--- src/rtl/bcd_signed_encoder.sv ---
// Sign + three BCD digits -> OUT_W-bit two's complement, one reverse double-dabble shift per clock.
// Latency NBITS+2 cycles from accepted start (2 on a bad digit); start ignored while busy.
module bcd_signed_encoder #(
  parameter int NBITS = 10,
  parameter int OUT_W = 8
) (
  input  logic             clk,
  input  logic             rst_n,
  input  logic             start,
  input  logic             sign,
  input  logic [3:0]       hunds,
  input  logic [3:0]       tens,
  input  logic [3:0]       ones,
  output logic             busy,
  output logic             done,
  output logic [OUT_W-1:0] A,
  output logic             err
);

  localparam int CW = $clog2(NBITS + 1);
  localparam logic [NBITS-1:0] POS_MAX = NBITS'(2 ** (OUT_W - 1) - 1);
  localparam logic [NBITS-1:0] NEG_MAX = NBITS'(2 ** (OUT_W - 1));

  typedef enum logic [1:0] {
    IDLE   = 2'd0,
    CHECK  = 2'd1,
    SHIFT  = 2'd2,
    FINISH = 2'd3
  } state_t;

  state_t           state_q, state_d;
  logic             sign_q, sign_d;
  logic [11:0]      dig_q, dig_d;
  logic             bad_q, bad_d;
  logic [11:0]      bcd_q, bcd_d;
  logic [NBITS-1:0] bin_q, bin_d;
  logic [CW-1:0]    cnt_q, cnt_d;
  logic             busy_q, busy_d;
  logic             done_q, done_d;
  logic [OUT_W-1:0] a_q, a_d;
  logic             err_q, err_d;

  logic [NBITS+11:0] sh;
  logic [11:0]       bcd_adj;
  logic              in_range;

  always_comb begin
    state_d = state_q;
    sign_d  = sign_q;
    dig_d   = dig_q;
    bad_d   = bad_q;
    bcd_d   = bcd_q;
    bin_d   = bin_q;
    cnt_d   = cnt_q;
    busy_d  = busy_q;
    done_d  = 1'b0;
    a_d     = a_q;
    err_d   = err_q;

    // Shift right, then pull 3 out of any nibble that received a carried-in 8.
    sh      = {bcd_q, bin_q} >> 1;
    bcd_adj = sh[NBITS+11:NBITS];
    for (int i = 0; i < 3; i++) begin
      if (bcd_adj[4*i +: 4] >= 4'd8) begin
        bcd_adj[4*i +: 4] = bcd_adj[4*i +: 4] - 4'd3;
      end
    end

    in_range = sign_q ? (bin_q <= NEG_MAX) : (bin_q <= POS_MAX);

    case (state_q)
      IDLE: begin
        if (start) begin
          sign_d  = sign;
          dig_d   = {hunds, tens, ones};
          bad_d   = 1'b0;
          busy_d  = 1'b1;
          state_d = CHECK;
        end
      end
      CHECK: begin
        if ((dig_q[11:8] > 4'd9) || (dig_q[7:4] > 4'd9) || (dig_q[3:0] > 4'd9)) begin
          bad_d   = 1'b1;
          state_d = FINISH;
        end else begin
          bcd_d   = dig_q;
          bin_d   = '0;
          cnt_d   = '0;
          state_d = SHIFT;
        end
      end
      SHIFT: begin
        bcd_d = bcd_adj;
        bin_d = sh[NBITS-1:0];
        cnt_d = cnt_q + 1'b1;
        if (cnt_q == CW'(NBITS - 1)) begin
          state_d = FINISH;
        end
      end
      FINISH: begin
        done_d  = 1'b1;
        busy_d  = 1'b0;
        state_d = IDLE;
        if (!bad_q && in_range) begin
          a_d   = sign_q ? (~bin_q[OUT_W-1:0] + 1'b1) : bin_q[OUT_W-1:0];
          err_d = 1'b0;
        end else begin
          a_d   = '0;
          err_d = 1'b1;
        end
      end
      default: state_d = IDLE;
    endcase
  end

  always_ff @(posedge clk or negedge rst_n) begin
    if (!rst_n) begin
      state_q <= IDLE;
      sign_q  <= 1'b0;
      dig_q   <= '0;
      bad_q   <= 1'b0;
      bcd_q   <= '0;
      bin_q   <= '0;
      cnt_q   <= '0;
      busy_q  <= 1'b0;
      done_q  <= 1'b0;
      a_q     <= '0;
      err_q   <= 1'b0;
    end else begin
      state_q <= state_d;
      sign_q  <= sign_d;
      dig_q   <= dig_d;
      bad_q   <= bad_d;
      bcd_q   <= bcd_d;
      bin_q   <= bin_d;
      cnt_q   <= cnt_d;
      busy_q  <= busy_d;
      done_q  <= done_d;
      a_q     <= a_d;
      err_q   <= err_d;
    end
  end

  assign busy = busy_q;
  assign done = done_q;
  assign A    = a_q;
  assign err  = err_q;

endmodule
--- config.mk ---
export PLATFORM = sky130hd
export DESIGN_NAME = bcd_signed_encoder
export DESIGN_NICKNAME = d
export VERILOG_FILES = /design/src/rtl/bcd_signed_encoder.sv
export SDC_FILE = /design/constraint.sdc
export NUM_CORES = 1
export LEC_CHECK = 0
export CELL_PAD_IN_SITES_DETAIL_PLACEMENT = 0
export CELL_PAD_IN_SITES_GLOBAL_PLACEMENT = 1
export CORE_MARGIN = 2
export CORE_UTILIZATION = 40
export DETAILED_ROUTE_END_ITERATION = 8
export PLACE_DENSITY = 0.81
export REMOVE_ABC_BUFFERS = 1
export SETUP_SLACK_MARGIN = 0.2
export SYNTH_ARGS = -nofsm -noshare
export SYNTH_HDL_FRONTEND = slang
export SYNTH_SLANG_ARGS = --single-unit
--- constraint.sdc ---
create_clock -name clk -period 1.6 [get_ports clk]
set_input_delay 0.16 -clock clk [delete_from_list [all_inputs] [get_ports clk]]
set_output_delay 0.16 -clock clk [all_outputs]
set_load 0.05 [all_outputs]
==> impl_metrics.env <==
export IMPL_leakagePower_nw=1.84
export IMPL_core_um2=6310
export IMPL_drive_above_1_share_pct=48.1
export IMPL_grt_max_degree=54
export IMPL_maxSlewHeadroom_pct=78.3
export IMPL_die_w_um=84.4
export IMPL_root_buffer="clkbuf_8"
export IMPL_finalSetupViolations=19
export IMPL_drcViolationCount=0
export IMPL_post_drt_via_cell_ratio=5.39
export IMPL_fmax_mhz=608
export IMPL_pin_count=27
export IMPL_fin_nets=344
export IMPL_rsz0062_at_grt="true"
export IMPL_routed_wl_um=7130
export IMPL_overflow=0
export IMPL_slew_viol_final=0
export IMPL_die_area_um2=7130
export IMPL_peakVddDrop_mv=1.25
export IMPL_path_class="flip-flop to flip-flop"
export IMPL_vias=2130
export IMPL_regArea_um2=1330
export IMPL_clockBufferDepth=2
export IMPL_routedWlPerCell_um=18.0
export IMPL_pwr_density_cell_nw_per_um2=2370
export IMPL_start_kind="flip-flop"
export IMPL_drtIter0Drc=95
export IMPL_cts_buffers=5
export IMPL_ys_ff_latch=53
export IMPL_syn_avg_cell_area_um2=11.2
export IMPL_skew_ns=0.00426
export IMPL_yosysTopAreaCell="dfrtp_1"
export IMPL_finalCritPeriodShare_pct=103
export IMPL_synth_cell_type_count=38
export IMPL_status="complete, but fails checks"
export IMPL_grt_antenna_before_repair=0
export IMPL_clk_latency_ns=0.32
export IMPL_fin_setup_tns_ns=-0.346
export IMPL_synth_edf_count=0
export IMPL_crit_arrival_ns=1.86
export IMPL_htreeDepth=2
export IMPL_drtAntennaViolNets=0
export IMPL_p_total_mw=9.51
export IMPL_synthFlopType="dfrtp_1"
export IMPL_yosys_top_cells_count="53 x dfrtp_1, 17 x nand2_1, 16 x mux2_2"
export IMPL_tightest_slew_ns=0.325
export IMPL_synth_adder_area_share_pct=5.32
export IMPL_clock_sinks=53
export IMPL_synth_most_common_cell="dfrtp_1"
export IMPL_netlist_top_cells_area="dfrtp_1 51%, mux2_2 7.0%, ha_1 5.3%"
export IMPL_synth_simple_gate_area_share_pct=8.51
export IMPL_holdWs_ns=0.359
export IMPL_synth_top_family_by_area="compound AO/OA/AOI/OAI gates"
export IMPL_n_fill_cell=498
export IMPL_grt_pass1_wl_um=11000
export IMPL_rows=29
export IMPL_async_flop_share_pct=100
export IMPL_fin_ws_ns=-0.0453
export IMPL_n_antenna_cell=0
export IMPL_post_dp_hpwl_um=3920
export IMPL_yosysTopAreaCellShare_pct=51.3
export IMPL_synth_cells=230
export IMPL_start_util_pct=41.0
export IMPL_gp_congestion=0.857
export IMPL_gr_usage_all_layers_pct=19.6
export IMPL_synth_xor_area_share_pct=3.05
export IMPL_finalCriticalPeriod_ns=1.65
export IMPL_cts_tree="yes"
export IMPL_syn_to_final_growth_pct=54.9
export IMPL_cp_required_ns=1.81
export IMPL_hp_class="input pin to asynchronous set/reset pin"
export IMPL_worstPathMaxFanout=6
export IMPL_hold_violations=0
export IMPL_yosys_warnings=0
export IMPL_grt_pass1_vias=2286
export IMPL_die_h_um=84.4
export IMPL_syn_area_um2=2590
export IMPL_synthMuxAreaShare_pct=10.8
export IMPL_stdcell_count=395
export IMPL_yosysSeqAreaShare_pct=51.3
export IMPL_placed_cells=359
export IMPL_clkTransAtPathRegs_ns=0.09
export IMPL_maxCapViolations=0
export IMPL_firstDrtPassIters=4
export IMPL_violations="setup timing"
export IMPL_synth_compound_area_share_pct=16.9
export IMPL_multiInputGateArea_um2=1550
export IMPL_port_buffers=26
export IMPL_critical_path_endpoint_type="flip-flop"
==> cell usage in the layout (no fill, tap or decap), types with 3 or more instances in the layout <==
cell	count
buf_4	45
mux2i_1	10
ha_4	3
buf_8	4
xnor2_1	5
o21ai_0	3
o21ai_2	8
dfrtp_1	52
buf_12	4
a221oi_2	3
xor2_1	4
o21ai_1	12
o2bb2ai_2	5
a22o_1	9
clkbuf_8	7
mux2_4	15
nor2b_1	3
nand2_4	4
nand2_1	7
ha_1	7
nand2_2	6
inv_1	11
a21oi_1	5
buf_6	17
nor2_1	9
clkdlybuf4s50_1	14
==> report_power, final <==
part           internal, mW  leakage [nW]  switching, mW
registers              1.92         0.675          0.580
clock network         0.392        0.0542          0.447
logic                  3.17          1.11           2.99
==> worst max-delay path: stages, from the launching register on <==
cell     delay [ns]
dfrtp_1        0.40
buf_6          0.14
inv_4          0.06
ha_4           0.18
nor2b_4        0.17
a41oi_4        0.06
buf_6          0.17
buf_6          0.12
a22o_4         0.23
==> cells by family after synthesis <==
| logic type | Yosys count |
|---|---|
| AO/OA/AOI/OAI | 64 |
| flip-flops | 53 |
| AND/OR/NAND/NOR | 42 |
| multiplexers | 26 |
| buffers and inverters | 25 |
| adder cells (fa/ha/maj) | 11 |
| XOR/XNOR | 9 |
==> cell type report <==
class                      instances  area share [%]
inverter                          16            1.66
clock buffer                       7            2.41
multi-input combinational        153            38.8
timing repair inverter             1           0.187
tap                               77            2.41
sequential                        53            33.1
clock inverter                     1           0.125
timing repair buffer              87            21.3
==> path summary, 6_finish.rpt <==
check	start	to	slack [ns]	depth (start not counted)
setup reg to reg	state_q[0]	bin_q[3]	-0.05	8
setup / recovery	state_q[0]	bin_q[3]	-0.05	8
max in group asynchronous	rst_n	dig_q[6]	0.98	3
min in group clk	ones[1]	dig_q[1]	0.45	2
hold / removal	rst_n	err	0.36	3
hold reg to reg	cnt_q[3]	cnt_q[3]	0.49	1
==> state kept, by name, indices dropped and copies added (netlist names) <==
name     flops
dig_q       12
bin_q       10
bcd_q       12
err          1
sign_q       1
done         1
bad_q        1
state_q      2
cnt_q        4
A            8
busy         1
==> routing by layer <==
| layer | global-route usage [%] | part of all wire (%) | wire [µm] |
|---|---|---|---|
| met2 | 34.6 | 53 | 3760 |
| met1 | 23.9 | 41 | 2910 |
| met4 | 7.22 | 2.8 | 201 |
| met3 | 3.64 | 3.5 | 249 |
| met5 | 0 | 0 | 0 |
==> what timing repair did <==
action,in CTS,in global routing
pin swaps,29,23
endpoints found under the setup margin,51,51
hold buffers,1,0
setup buffers,14,8
gates resized for setup,76,48
endpoints found under the hold margin,53,0
gates cloned,5,0
==> through the flow <==
| stage | instance area [µm²] | worst slack [ns] | util, % |
|---|---|---|---|
| floorplan | 2540 | -1.13 | - |
| global placement | 3160 | -0.0372 | 50.1 |
| detailed placement | 3160 | -0.0908 | 50.1 |
| CTS | 3730 | -0.0138 | 59.1 |
| global route | 4010 | -0.0917 | 63.4 |
| finish | 4010 | -0.0453 | 63.4 |
No activity file was read; power rests on OpenSTA's default activity.
